[config.mk]
export PLATFORM = sky130hd
export DESIGN_NAME = etherneco_tx_framer
export DESIGN_NICKNAME = d
export VERILOG_FILES = /design/src/rtl/etherneco_tx_framer.sv
export SDC_FILE = /design/constraint.sdc
export NUM_CORES = 1
export LEC_CHECK = 0
export ABC_CLOCK_PERIOD_IN_PS = 6300
export CAP_MARGIN = 20
export CORE_MARGIN = 4
export CORE_UTILIZATION = 50
export CTS_CLUSTER_DIAMETER = 80
export CTS_CLUSTER_SIZE = 20
export DETAILED_ROUTE_END_ITERATION = 12
export PLACE_DENSITY = 0.78
export SLEW_MARGIN = 20
export SYNTH_ARGS = -nofsm -noshare
export SYNTH_HDL_FRONTEND = slang
export SYNTH_SLANG_ARGS = --single-unit
[constraint.sdc]
create_clock -name clk -period 6.3 [get_ports clk]
set_input_delay 0.63 -clock clk [delete_from_list [all_inputs] [get_ports clk]]
set_output_delay 0.63 -clock clk [all_outputs]
set_load 0.01 [all_outputs]
[src/rtl/etherneco_tx_framer.sv]
// Etherneco TX framer: preamble, SFD, LE length, payload, pad and optional FCS (ETHERNECO_TX_FCS_EN).
// One output register stage; first beat one cycle after tx_start; everything stalls while m_valid && !m_ready.
module etherneco_tx_framer #(
   parameter int         PREAMBLE_LEN = 7,
   parameter int         LENGTH_BYTES = 2,
   parameter int         LENGTH_WIDTH = 16,
   parameter int         MIN_LENGTH   = 0,
   parameter logic [7:0] PAD_DATA     = 8'h00
) (
   input  logic                    reset,
   input  logic                    clk,
   input  logic                    tx_start,
   input  logic [LENGTH_WIDTH-1:0] tx_length,
   input  logic                    tx_cancel,
   output logic                    busy,
   output logic                    tx_done,
   output logic                    tx_error,
   input  logic                    s_last,
   input  logic [7:0]              s_data,
   input  logic                    s_valid,
   output logic                    s_ready,
   output logic                    m_first,
   output logic                    m_last,
   output logic [7:0]              m_data,
   output logic                    m_valid,
   input  logic                    m_ready
);

   typedef enum logic [2:0] {
      S_IDLE, S_PREAMBLE, S_SFD, S_LENGTH, S_PAYLOAD, S_PAD, S_FCS, S_ERROR
   } state_t;

   localparam logic [3:0] PRE_LAST = 4'(PREAMBLE_LEN - 1);
   localparam logic [3:0] LEN_LAST = 4'(LENGTH_BYTES - 1);
   localparam logic [LENGTH_WIDTH-1:0] MIN_M1 =
      (MIN_LENGTH > 0) ? LENGTH_WIDTH'(MIN_LENGTH - 1) : '0;

   state_t                  state_q, state_d;
   logic [3:0]              cnt_q, cnt_d;
   logic [LENGTH_WIDTH-1:0] len_q, len_d;
   logic [LENGTH_WIDTH-1:0] rem_q, rem_d;
   logic [LENGTH_WIDTH-1:0] dcnt_q, dcnt_d;
   logic                    m_valid_q, m_valid_d;
   logic                    m_first_q, m_first_d;
   logic                    m_last_q, m_last_d;
   logic [7:0]              m_data_q, m_data_d;
   logic                    err_q, err_d;
   logic                    cke;
   logic                    data_end;
   logic [8*LENGTH_BYTES-1:0] len_ext;
   logic [7:0]              len_byte;

`ifdef ETHERNECO_TX_FCS_EN
   logic [31:0] crc_q, crc_d;

   function automatic logic [31:0] crc_next(input logic [31:0] c, input logic [7:0] d);
      logic [31:0] r;
      r = c ^ {d, 24'h000000};
      for (int i = 0; i < 8; i++) begin
         r = r[31] ? ((r << 1) ^ 32'h04C1_1DB7) : (r << 1);
      end
      return r;
   endfunction
`endif

   assign cke      = !m_valid_q || m_ready;
   assign s_ready  = cke && (state_q == S_PAYLOAD);
   assign busy     = (state_q != S_IDLE) || m_valid_q;
   assign tx_done  = m_valid_q && m_ready && m_last_q && !err_q;
   assign tx_error = m_valid_q && m_ready && err_q;
   assign m_valid  = m_valid_q;
   assign m_first  = m_first_q;
   assign m_last   = m_last_q;
   assign m_data   = m_data_q;

   always_comb begin
      len_ext = '0;
      len_ext[LENGTH_WIDTH-1:0] = len_q;
      len_byte = 8'h00;
      for (int i = 0; i < LENGTH_BYTES; i++) begin
         if (cnt_q == 4'(i)) len_byte = len_ext[8*i +: 8];
      end
   end

   always_comb begin
      state_d   = state_q;
      cnt_d     = cnt_q;
      len_d     = len_q;
      rem_d     = rem_q;
      dcnt_d    = dcnt_q;
      m_valid_d = m_valid_q;
      m_first_d = m_first_q;
      m_last_d  = m_last_q;
      m_data_d  = m_data_q;
      err_d     = err_q;
      data_end  = 1'b0;
      if (cke) begin
         m_valid_d = 1'b0;
         m_first_d = 1'b0;
         m_last_d  = 1'b0;
         m_data_d  = 8'h00;
         err_d     = 1'b0;
         // A cancel mid-frame defers to ERROR, which emits the single abort beat next.
         if (tx_cancel && state_q != S_ERROR) begin
            state_d = (state_q == S_IDLE) ? S_IDLE : S_ERROR;
         end else begin
            case (state_q)
               S_IDLE: begin
                  if (tx_start && !m_valid_q) begin
                     m_valid_d = 1'b1;
                     m_first_d = 1'b1;
                     m_data_d  = 8'h55;
                     len_d     = tx_length;
                     rem_d     = tx_length;
                     dcnt_d    = (tx_length > MIN_M1) ? tx_length : MIN_M1;
                     cnt_d     = 4'd1;
                     state_d   = (PREAMBLE_LEN == 1) ? S_SFD : S_PREAMBLE;
                  end
               end
               S_PREAMBLE: begin
                  m_valid_d = 1'b1;
                  m_data_d  = 8'h55;
                  cnt_d     = cnt_q + 4'd1;
                  if (cnt_q == PRE_LAST) state_d = S_SFD;
               end
               S_SFD: begin
                  m_valid_d = 1'b1;
                  m_data_d  = 8'hD5;
                  cnt_d     = 4'd0;
                  state_d   = S_LENGTH;
               end
               S_LENGTH: begin
                  m_valid_d = 1'b1;
                  m_data_d  = len_byte;
                  cnt_d     = cnt_q + 4'd1;
                  if (cnt_q == LEN_LAST) state_d = S_PAYLOAD;
               end
               S_PAYLOAD: begin
                  // Source stall or missing s_last at the final counted byte aborts the frame.
                  if (!s_valid || (!s_last && rem_q == '0)) begin
                     state_d = S_ERROR;
                  end else begin
                     m_valid_d = 1'b1;
                     m_data_d  = s_data;
                     rem_d     = rem_q - 1'b1;
                     dcnt_d    = dcnt_q - 1'b1;
                     if (s_last) begin
                        if (dcnt_q == '0) data_end = 1'b1;
                        else              state_d  = S_PAD;
                     end
                  end
               end
               S_PAD: begin
                  m_valid_d = 1'b1;
                  m_data_d  = PAD_DATA;
                  dcnt_d    = dcnt_q - 1'b1;
                  if (dcnt_q == '0) data_end = 1'b1;
               end
`ifdef ETHERNECO_TX_FCS_EN
               S_FCS: begin
                  m_valid_d = 1'b1;
                  m_data_d  = crc_q[{cnt_q[1:0], 3'b000} +: 8];
                  cnt_d     = cnt_q + 4'd1;
                  if (cnt_q == 4'd3) begin
                     m_last_d = 1'b1;
                     state_d  = S_IDLE;
                  end
               end
`endif
               S_ERROR: begin
                  m_valid_d = 1'b1;
                  m_last_d  = 1'b1;
                  err_d     = 1'b1;
                  state_d   = S_IDLE;
               end
               default: state_d = S_IDLE;
            endcase
            if (data_end) begin
`ifdef ETHERNECO_TX_FCS_EN
               cnt_d    = 4'd0;
               state_d  = S_FCS;
`else
               m_last_d = 1'b1;
               state_d  = S_IDLE;
`endif
            end
         end
      end
   end

`ifdef ETHERNECO_TX_FCS_EN
   // CRC restarts with the first preamble beat and covers only length, payload and pad beats.
   always_comb begin
      crc_d = crc_q;
      if (cke && m_valid_d) begin
         if (state_q == S_IDLE) begin
            crc_d = 32'hFFFF_FFFF;
         end else if (state_q == S_LENGTH || state_q == S_PAYLOAD || state_q == S_PAD) begin
            crc_d = crc_next(crc_q, m_data_d);
         end
      end
   end

   always_ff @(posedge clk) begin
      if (reset) crc_q <= 32'hFFFF_FFFF;
      else       crc_q <= crc_d;
   end
`endif

   always_ff @(posedge clk) begin
      if (reset) begin
         state_q   <= S_IDLE;
         cnt_q     <= 4'd0;
         len_q     <= '0;
         rem_q     <= '0;
         dcnt_q    <= '0;
         m_valid_q <= 1'b0;
         m_first_q <= 1'b0;
         m_last_q  <= 1'b0;
         m_data_q  <= 8'h00;
         err_q     <= 1'b0;
      end else begin
         state_q   <= state_d;
         cnt_q     <= cnt_d;
         len_q     <= len_d;
         rem_q     <= rem_d;
         dcnt_q    <= dcnt_d;
         m_valid_q <= m_valid_d;
         m_first_q <= m_first_d;
         m_last_q  <= m_last_d;
         m_data_q  <= m_data_d;
         err_q     <= err_d;
      end
   end

endmodule

# Word-level counts from Yosys, hierarchy flattened
# Index checks and enable logic that the tools add are counted.
op_classes:
  n_addsub: 3
  magnitude_cmp: 1
  n_eq_ne: 17
  muxes: 41
  n_bitwise: 1
  reduce_logical: 30
ops:
  columns: ["cell", "count"]
  rows:
  - ["2-to-1 mux 16 bit", 5]
  - ["one-hot mux 16 bit (3 select lines)", 1]
  - ["one-hot mux 8 bit (5 select lines)", 1]
  - ["logical NOT 16 bit", 2]
  - ["2-to-1 mux 8 bit", 4]
  - ["one-hot mux 16 bit (2 select lines)", 1]
  - ["subtractor 16 x 1 -> 16 bit (second input constant)", 2]
  - ["2-to-1 mux 3 bit", 9]
  - ["one-hot mux 3 bit (6 select lines)", 1]
  - ["greater-than comparator 16 x 1 -> 1 bit (second input constant)", 1]
  - ["2-to-1 mux 1 bit", 14]
  - ["one-hot mux 4 bit (3 select lines)", 1]
  - ["AND reduction 5 bit", 2]
  - ["== test 3 bit (second input constant)", 3]
  - ["nonzero test 3 bit", 3]
  - ["logical AND 1 bit", 8]
  - ["inequality test 4 bit (second input constant)", 2]
  - ["AND reduction 4 bit", 2]
  - ["2-to-1 mux 7 bit", 1]
  - ["AND reduction 7 bit", 1]
  - ["== test 3 x 2 -> 1 bit (second input constant)", 2]
  - ["inequality test 3 bit (second input constant)", 2]
  - ["inequality test 5 x 2 -> 1 bit (second input constant)", 1]
  - ["inequality test 5 x 4 -> 1 bit (second input constant)", 1]
  - ["18 further kinds", 23]
word_totals:
  ff_bits: 67
  wordCells: 103

# Depth between registers and ports, before layout
# Gate-level depths: netlist of run 1.
depth:
  ltp_word: 9
  mapped_depth: 9
  mapped_depth_nobuf: 7

# Worst setup path before layout of run 1
# Ideal clock, no wire load.
synth_path:
  path_kind: "input -> register"
  start: "input port s_last"
  end: "register dcnt_q[5]"
  setup_time_ns: 0.134
  arrival_ns: 2.056
  slack_ns: 4.110
  stages: 7
  cell_sequence: "nor4b_1 > nand4_4 > a211oi_4 > or2_1 > buf_4 > buf_6 > o31ai_1"
synth_between:
  elab_chain_len: 5
synth_rtl:
  columns: ["item", "line_no", "source"]
  rows:
  - ["start: declaration", "18", "input logic s_last,"]
  - ["logical NOT 1 bit", "140", "if (!s_valid || (!s_last && rem_q == '0)) begin"]
  - ["logical AND 1 bit", "140", null]
  - ["logical OR 1 bit", "140", null]
  - ["inequality test 2 bit (no source line)", null, null]
  - ["AND reduction 5 bit (no source line)", null, null]
  - ["end signal: assignment", "227", "dcnt_q <= dcnt_d;"]
  - ["end: declaration", "42", "logic [LENGTH_WIDTH-1:0] dcnt_q, dcnt_d;"]
# Every way passes these cells.
# A chain may end at the register's enable or synchronous reset.

# Worst setup path after layout of run 1
layout_path:
  start: "register state_q[2]"
  end: "output port s_ready"
layout_between:
  elab_chain_len: 2
layout_rtl:
  columns: ["item", "line_no", "source"]
  rows:
  - ["start: declaration", "38", "state_t state_q, state_d;"]
  - ["start signal: assignment", "223", "state_q <= state_d;"]
  - ["== test 3 bit", "67", "assign s_ready = cke && (state_q == S_PAYLOAD);"]
  - ["logical AND 1 bit", "67", null]
  - ["end: declaration", "21", "output logic s_ready,"]
# Every way passes these cells.

==> results.ini, run 1 <==
[run_status]
status=complete, no violations

[die]
core_area_mm2=0.007767
die_w_um=97.39
start_util_pct=51.43
die-area_mm2=0.009484
pin_count=46
num_rows=32
die_height_um=97.39

[synth]
synth.top_cell.area_share_pct=33.57
syn-num-nets=564
ys_seq_area_share_pct=33.57
syn_area_per_cell_um2=7.610
synthArstFlopShare_pct=0
ys_ff_latch=67
synth-edff-count=0
synth_area_leaders=dfxtp_1 (34%), nand2_1 (10%), a21oi_1 (7.0%)
netlist_area_mm2=0.003995
synthCells=525
synthDistinctLibCells=62
ys_warn_count=0
synth_ff_type=dfxtp_1
synth_top_cell_by_area=dfxtp_1

[clock_network]
numCtsBuffers=9
cts_tree=built
cts.clk_slew.worst_paths_ns=0.08
clock_sinks=67
cts_max_level=3
postCtsHoldBufs=0
cts-resized-gates=0
post_cts_buffers=0
cts_root_buf=clkbuf_8
cts_buffer_depth=2
clock_latency_ns=0.36

[timing]
drv_slew=0
fin_crit_ns=3.393
clock_skew_ns=0.008059
setup_viol_count_final=0
slew_headroom_pct=24.06
rsz0062_at_grt=no
setup_slack_ns=2.907
fmax_mhz=294.7
fin_tns_setup_ns=0
finalHoldViolCount=0
finalCritPeriodShare_pct=53.86
max_slew.worst_pin.slew_ns=1.129

[layout]
fin_cells=656
ff_latch_area_mm2=0.001341
syn2layout_area_growth_pct=16.32
multi_input_area_mm2=0.002447
n_fill_cell=732
nets=588
layout_commonest_cell=nand2_1
final_cell_mix=nand2_1 (108), dfxtp_1 (67), a21oi_1 (56)
diodes=0
drive_gt1_share_pct=6.318

[power]
vdd_ir_drop_max_uv=185.2
powerDensity_mw_per_mm2=421.6
power.leakage_uw=0.001619

[detailed_routing]
totalWireLength_um=11750
via_count=4184
wl_met1_um=4971
top_layer_used=met4
drtAntennaViolNets=0
routed-wl-met3_um=1092
wl_per_cell_um=17.92
drtIter0Drc=441
vias_per_cell=6.378
drc_errors=0
drt-pass1-iter-count=5
wl_met2_um=5160

[placed_design]
placed_cells=640
place_congestion=0.9504
port_buffers=45
place_ws_ns=2.948
hpwl_um=8064

[grt]
grt_max_degree=64
grt_pass1_wl_um=18940
grtUsageTotal_pct=24.37
grt_antenna_before_repair=0
grt-ovfl-total=0
grt_pass1_vias=3838

[critical_path]
crit_buf_inv=1
path_max_fanout=32
critPathMaxStageDelay_ns=0.80
crit_required_ns=5.67
arrival_ns=2.76
cp_cell_sequence=or3b_1 > nor2_1 > clkdlybuf4s50_1
startpoint=state_q[2]$_SDFFE_PP0P_
r2r_start=state_q[2]$_SDFFE_PP0P_
crit_path_end_kind=output pin
crit_slowest_cell=dfxtp_1
start_kind=flop
crit_type=flop to output pin
crit_family=simple AND/OR/NAND/NOR gates

[flow_run]
drv_cap=0

[min_path]
min_from=m_data[0]$_SDFFE_PP0N_
hp-class=flop to flop

-- state kept, by name, indices dropped and copies added, names as in the netlist --
signal and flops:
m_first 1, cnt_q 4, m_valid 1, m_data 8
state_q 3, dcnt_q 16, len_ext 16, rem_q 16
err_q 1, m_last 1
-- logic make-up after synthesis --
logic type                 after synthesis  synth area share [%]
AOI/OAI and AO/OA                      189                 31.76
muxes                                    3                0.7830
buffers and inverters                   49                 5.230
and+or+nand+nor                        209                 26.15
adders and majority gates                8                 2.506
DFF                                     67                 33.57
-- cell usage after synthesis (4+ instances only) --
cell type	number
a21oi_1	56
dfxtp_1	67
buf_2	5
clkbuf_1	25
nor2b_1	5
o31ai_1	20
a22oi_1	6
or3_1	5
nor4_1	10
a31oi_1	5
ha_1	8
nor3_1	12
o41ai_1	4
a32oi_1	6
o21a_1	7
o31a_1	5
o311ai_0	12
o21ai_0	25
nand3_1	12
nor2_1	28
inv_1	13
nand2b_1	4
o21ai_1	16
nand2_1	108
a221oi_1	4
-- worst reg2reg max path, stage by stage (launching register included) --
cell and delay [ns]:
dfxtp_1 0.80, inv_1 0.48, and3_1 0.36, a211oi_4 0.61, or2_1 0.57, o31ai_1 0.15
-- routing by layer --
metal	global-route usage [%]	vias up
met3	5.240	44
met1	31.93	1931
met4	13.74	0
met5	0	-
met2	37.01	209
li1	-	2000
-- layout make-up --
| class | count | share of cell area, % |
|---|---|---|
| Multi-Input combinational cell | 409 | 52.67 |
| Tap cell | 102 | 2.746 |
| Clock buffer | 9 | 2.666 |
| Clock inverter | 7 | 1.777 |
| Timing Repair Buffer | 49 | 10.23 |
| Inverter | 13 | 1.050 |
| Sequential cell | 67 | 28.86 |
-- power breakdown --
| group | switching, µW | total, µW | internal (µW) |
|---|---|---|---|
| Clock | 192 | 381 | 189 |
| Combinational | 604 | 960 | 356 |
| Sequential | 118 | 618 | 500 |
-- final timing paths --
path | endpoint | depth (start not counted) | slack, ns
min reg2reg | m_data[0]$_SDFFE_PP0N_ | 2 | 0.46
min | m_data[0]$_SDFFE_PP0N_ | 2 | 0.46
max | s_ready | 3 | 2.91
max reg2reg | dcnt_q[7]$_SDFFE_PP0P_ | 5 | 3.18
-- stage by stage --
| stage | hold slack (ns) | total power [µW] | instance area [µm²] | utilization, % |
|---|---|---|---|---|
| floorplan | 0.4320 | 1319 | 3995 | - |
| global placement | 0.4372 | 1551 | 4438 | 57.14 |
| detailed placement | 0.4467 | 1560 | 4438 | 57.14 |
| CTS | 0.4582 | 1942 | 4644 | 59.79 |
| global route | 0.4818 | 2086 | 4647 | 59.83 |
| finish | 0.4560 | 1959 | 4647 | 59.83 |
Power figures use the tool's default switching activity.
==> run 2: changes to the inputs <==
ABC_CLOCK_PERIOD_IN_PS = 2800   (was 6300)
PLACE_DENSITY = 0.81   (was 0.78)
clock period = 2.8 ns   (was 6.3 ns; I/O delays follow)
==> run 2 against run 1 <==
Effect of this change: register-to-register slack got worse by 2.7 ns; critical path depth rose by 1; utilization increased by 1.9 points; first-iteration DRC count grew 17%; sequential cell count unchanged; power up 130%; cell area rose by 3.1%; highest routed layer unchanged.
==> results.ini, run 2 (synthesis gave the netlist of run 1 again) <==
[detailed_routing]
wl_met1_um=4823  ; -3.0%
drc_errors=0  ; unchanged
vias_per_cell=6.361  ; -0.26%
top_layer_used=met4
totalWireLength_um=11830  ; +0.66%
drt-pass1-iter-count=6  ; +1
drtAntennaViolNets=0  ; unchanged
wl_per_cell_um=17.53  ; -2.2%
drtIter0Drc=518  ; +17%
via_count=4294  ; +2.6%
wl_met2_um=5259  ; +1.9%
routed-wl-met3_um=1285  ; +18%

[clock_network]
cts_buffer_depth=2  ; unchanged
clock_sinks=67  ; unchanged
cts_root_buf=clkbuf_8
cts_tree=built
cts_max_level=3  ; unchanged
cts-resized-gates=0  ; unchanged
postCtsHoldBufs=0  ; unchanged
cts.clk_slew.worst_paths_ns=0.07  ; about the same
clock_latency_ns=0.35  ; about the same
post_cts_buffers=0  ; unchanged
numCtsBuffers=9  ; unchanged

[timing]
fin_tns_setup_ns=0  ; unchanged
setup_viol_count_final=0  ; unchanged
drv_slew=0  ; unchanged
clock_skew_ns=0.009631  ; +0.001572 ns
finalHoldViolCount=0  ; unchanged
fmax_mhz=372.2
finalCritPeriodShare_pct=95.97
max_slew.worst_pin.slew_ns=0.6048  ; -0.5239 ns
whs_ns=0.3638  ; -0.09227 ns
slew_headroom_pct=59.58  ; +36 points
fin_crit_ns=2.687
rsz0062_at_grt=no

[power]
vdd_ir_drop_max_uv=465.1  ; +150%
power_frac_comb_pct=52.8  ; +3.8 points
total_power_uw=4586  ; +130%
p_int_uw=2522  ; +140%
p_sw_uw=2064  ; +130%
powerDensity_mw_per_mm2=956.9  ; +130%
clkPwrFrac_pct=18.6  ; -0.9 points
power.leakage_uw=0.001717  ; +6.1%
power_frac_seq_pct=28.5  ; -3.0 points
p_sw_share_pct=45.00  ; -1.7 points

[grt]
grt-ovfl-total=0  ; unchanged
grt_pass1_vias=3966  ; +3.3%
grt_antenna_before_repair=0  ; unchanged
grt_max_degree=40  ; -38%
grt_pass1_wl_um=19820  ; +4.6%
grtUsageTotal_pct=25.32  ; +0.95 points

[critical_path]
path_max_fanout=11  ; -66%
cp_cell_sequence=buf_4 > or3b_1 > nor2_1 > clkdlybuf4s50_1
crit_required_ns=2.52  ; -3.15 ns
reg2reg_depth=9  ; +4
startpoint=state_q[2]$_SDFFE_PP0P_
crit_slowest_cell=dfxtp_1
reg2reg_slack_ns=0.49  ; -2.69 ns
crit_type=flop to output pin
arrival_ns=2.41  ; -0.35 ns
r2r-end=dcnt_q[7]$_SDFFE_PP0P_
crit_end=s_ready
start_kind=flop
critPathMaxStageDelay_ns=0.61  ; -0.19 ns
r2r_start=state_q[2]$_SDFFE_PP0P_
crit_path_end_kind=output pin

[layout]
syn2layout_area_growth_pct=19.95
fin_util_pct=61.69  ; +1.9 points
final_cell_mix=nand2_1 (108), dfxtp_1 (67), a21oi_1 (56)
n_fill_cell=677  ; -7.5%
layout_commonest_cell=nand2_1
multi_input_area_mm2=0.002445  ; -0.10%
drive_gt1_share_pct=9.250  ; +2.9 points
diodes=0  ; unchanged
ff_latch_area_mm2=0.001341  ; unchanged
fin_cells=675  ; +2.9%
nets=607  ; +3.2%

[die]
core_area_mm2=0.007767  ; unchanged
num_rows=32  ; unchanged
die-area_mm2=0.009484  ; unchanged
pin_count=46  ; unchanged
die_height_um=97.39  ; unchanged
start_util_pct=51.43  ; unchanged
die_w_um=97.39  ; unchanged

[placed_design]
hpwl_um=8554  ; +6.1%
port_buffers=45  ; unchanged
place_congestion=0.9327  ; -1.9%
placed_cells=659  ; +3.0%

[min_path]
hp-class=input port to flop

[run_status]
status=complete, no violations

[flow_run]
drv_cap=0  ; unchanged

-- run 2: routing by layer --
layer	vias to the layer above	track usage, %
met1	1950	33.82
met5	-	0
met2	261	38.90
met4	0	11.82
li1	2041	-
met3	42	5.456
-- run 2: worst max-delay path, delay by kind of cell (launching register included) --
kind | cells | cell delay [ns]
buffers and inverters | 2 | 0.85
DFF | 1 | 0.61
and+or+nand+nor | 2 | 0.60
-- run 2: cell type report --
cell class	instances	share of cell area, %
multi-input combinational	409	51.02
sequential	67	27.99
timing repair buffer	68	12.90
clock buffer	11	3.159
tap	102	2.663
clock inverter	5	1.253
inverter	13	1.018
-- run 2: metrics by stage --
| step | instance area, µm² | setup WS, ns |
|---|---|---|
| after global placement | 4581 | 0.4178 |
| final | 4792 | 0.1129 |
| after detailed placement | 4581 | 0.3281 |
| after global routing | 4792 | 0.04857 |
| after CTS | 4792 | 0.1786 |
| after floorplan | 3995 | 0.7289 |
-- run 2: power by group through the flow --
stage	logic, µW	registers [µW]	clock network, µW
finish	2420	1310	854
global route	2660	1330	909
CTS	2370	1300	873
detailed placement	2360	1320	0
global placement	2320	1310	0
floorplan	1690	1280	0
-- run 2: how the worst min path moves through the flow --
| stage | startpoint | endpoint | cells after the start |
|---|---|---|---|
| detailed placement | len_ext[7]$_SDFFE_PP0P_ | len_ext[7]$_SDFFE_PP0P_ | 2 |
| global placement | m_data[7]$_SDFFE_PP0N_ | m_data[7]$_SDFFE_PP0N_ | 2 |
| floorplan | tx_length[7] | len_ext[7]$_SDFFE_PP0P_ | 2 |
| finish | reset | cnt_q[3]$_SDFFE_PP0P_ | 2 |
| CTS | reset | cnt_q[3]$_SDFFE_PP0P_ | 2 |
| global route | reset | cnt_q[3]$_SDFFE_PP0P_ | 2 |
==> run 3: changes to the inputs <==
CAP_MARGIN = unset   (was 20)
==> results of run 3 <==
The final DEF is identical to that of run 2; final timing and power are the same.
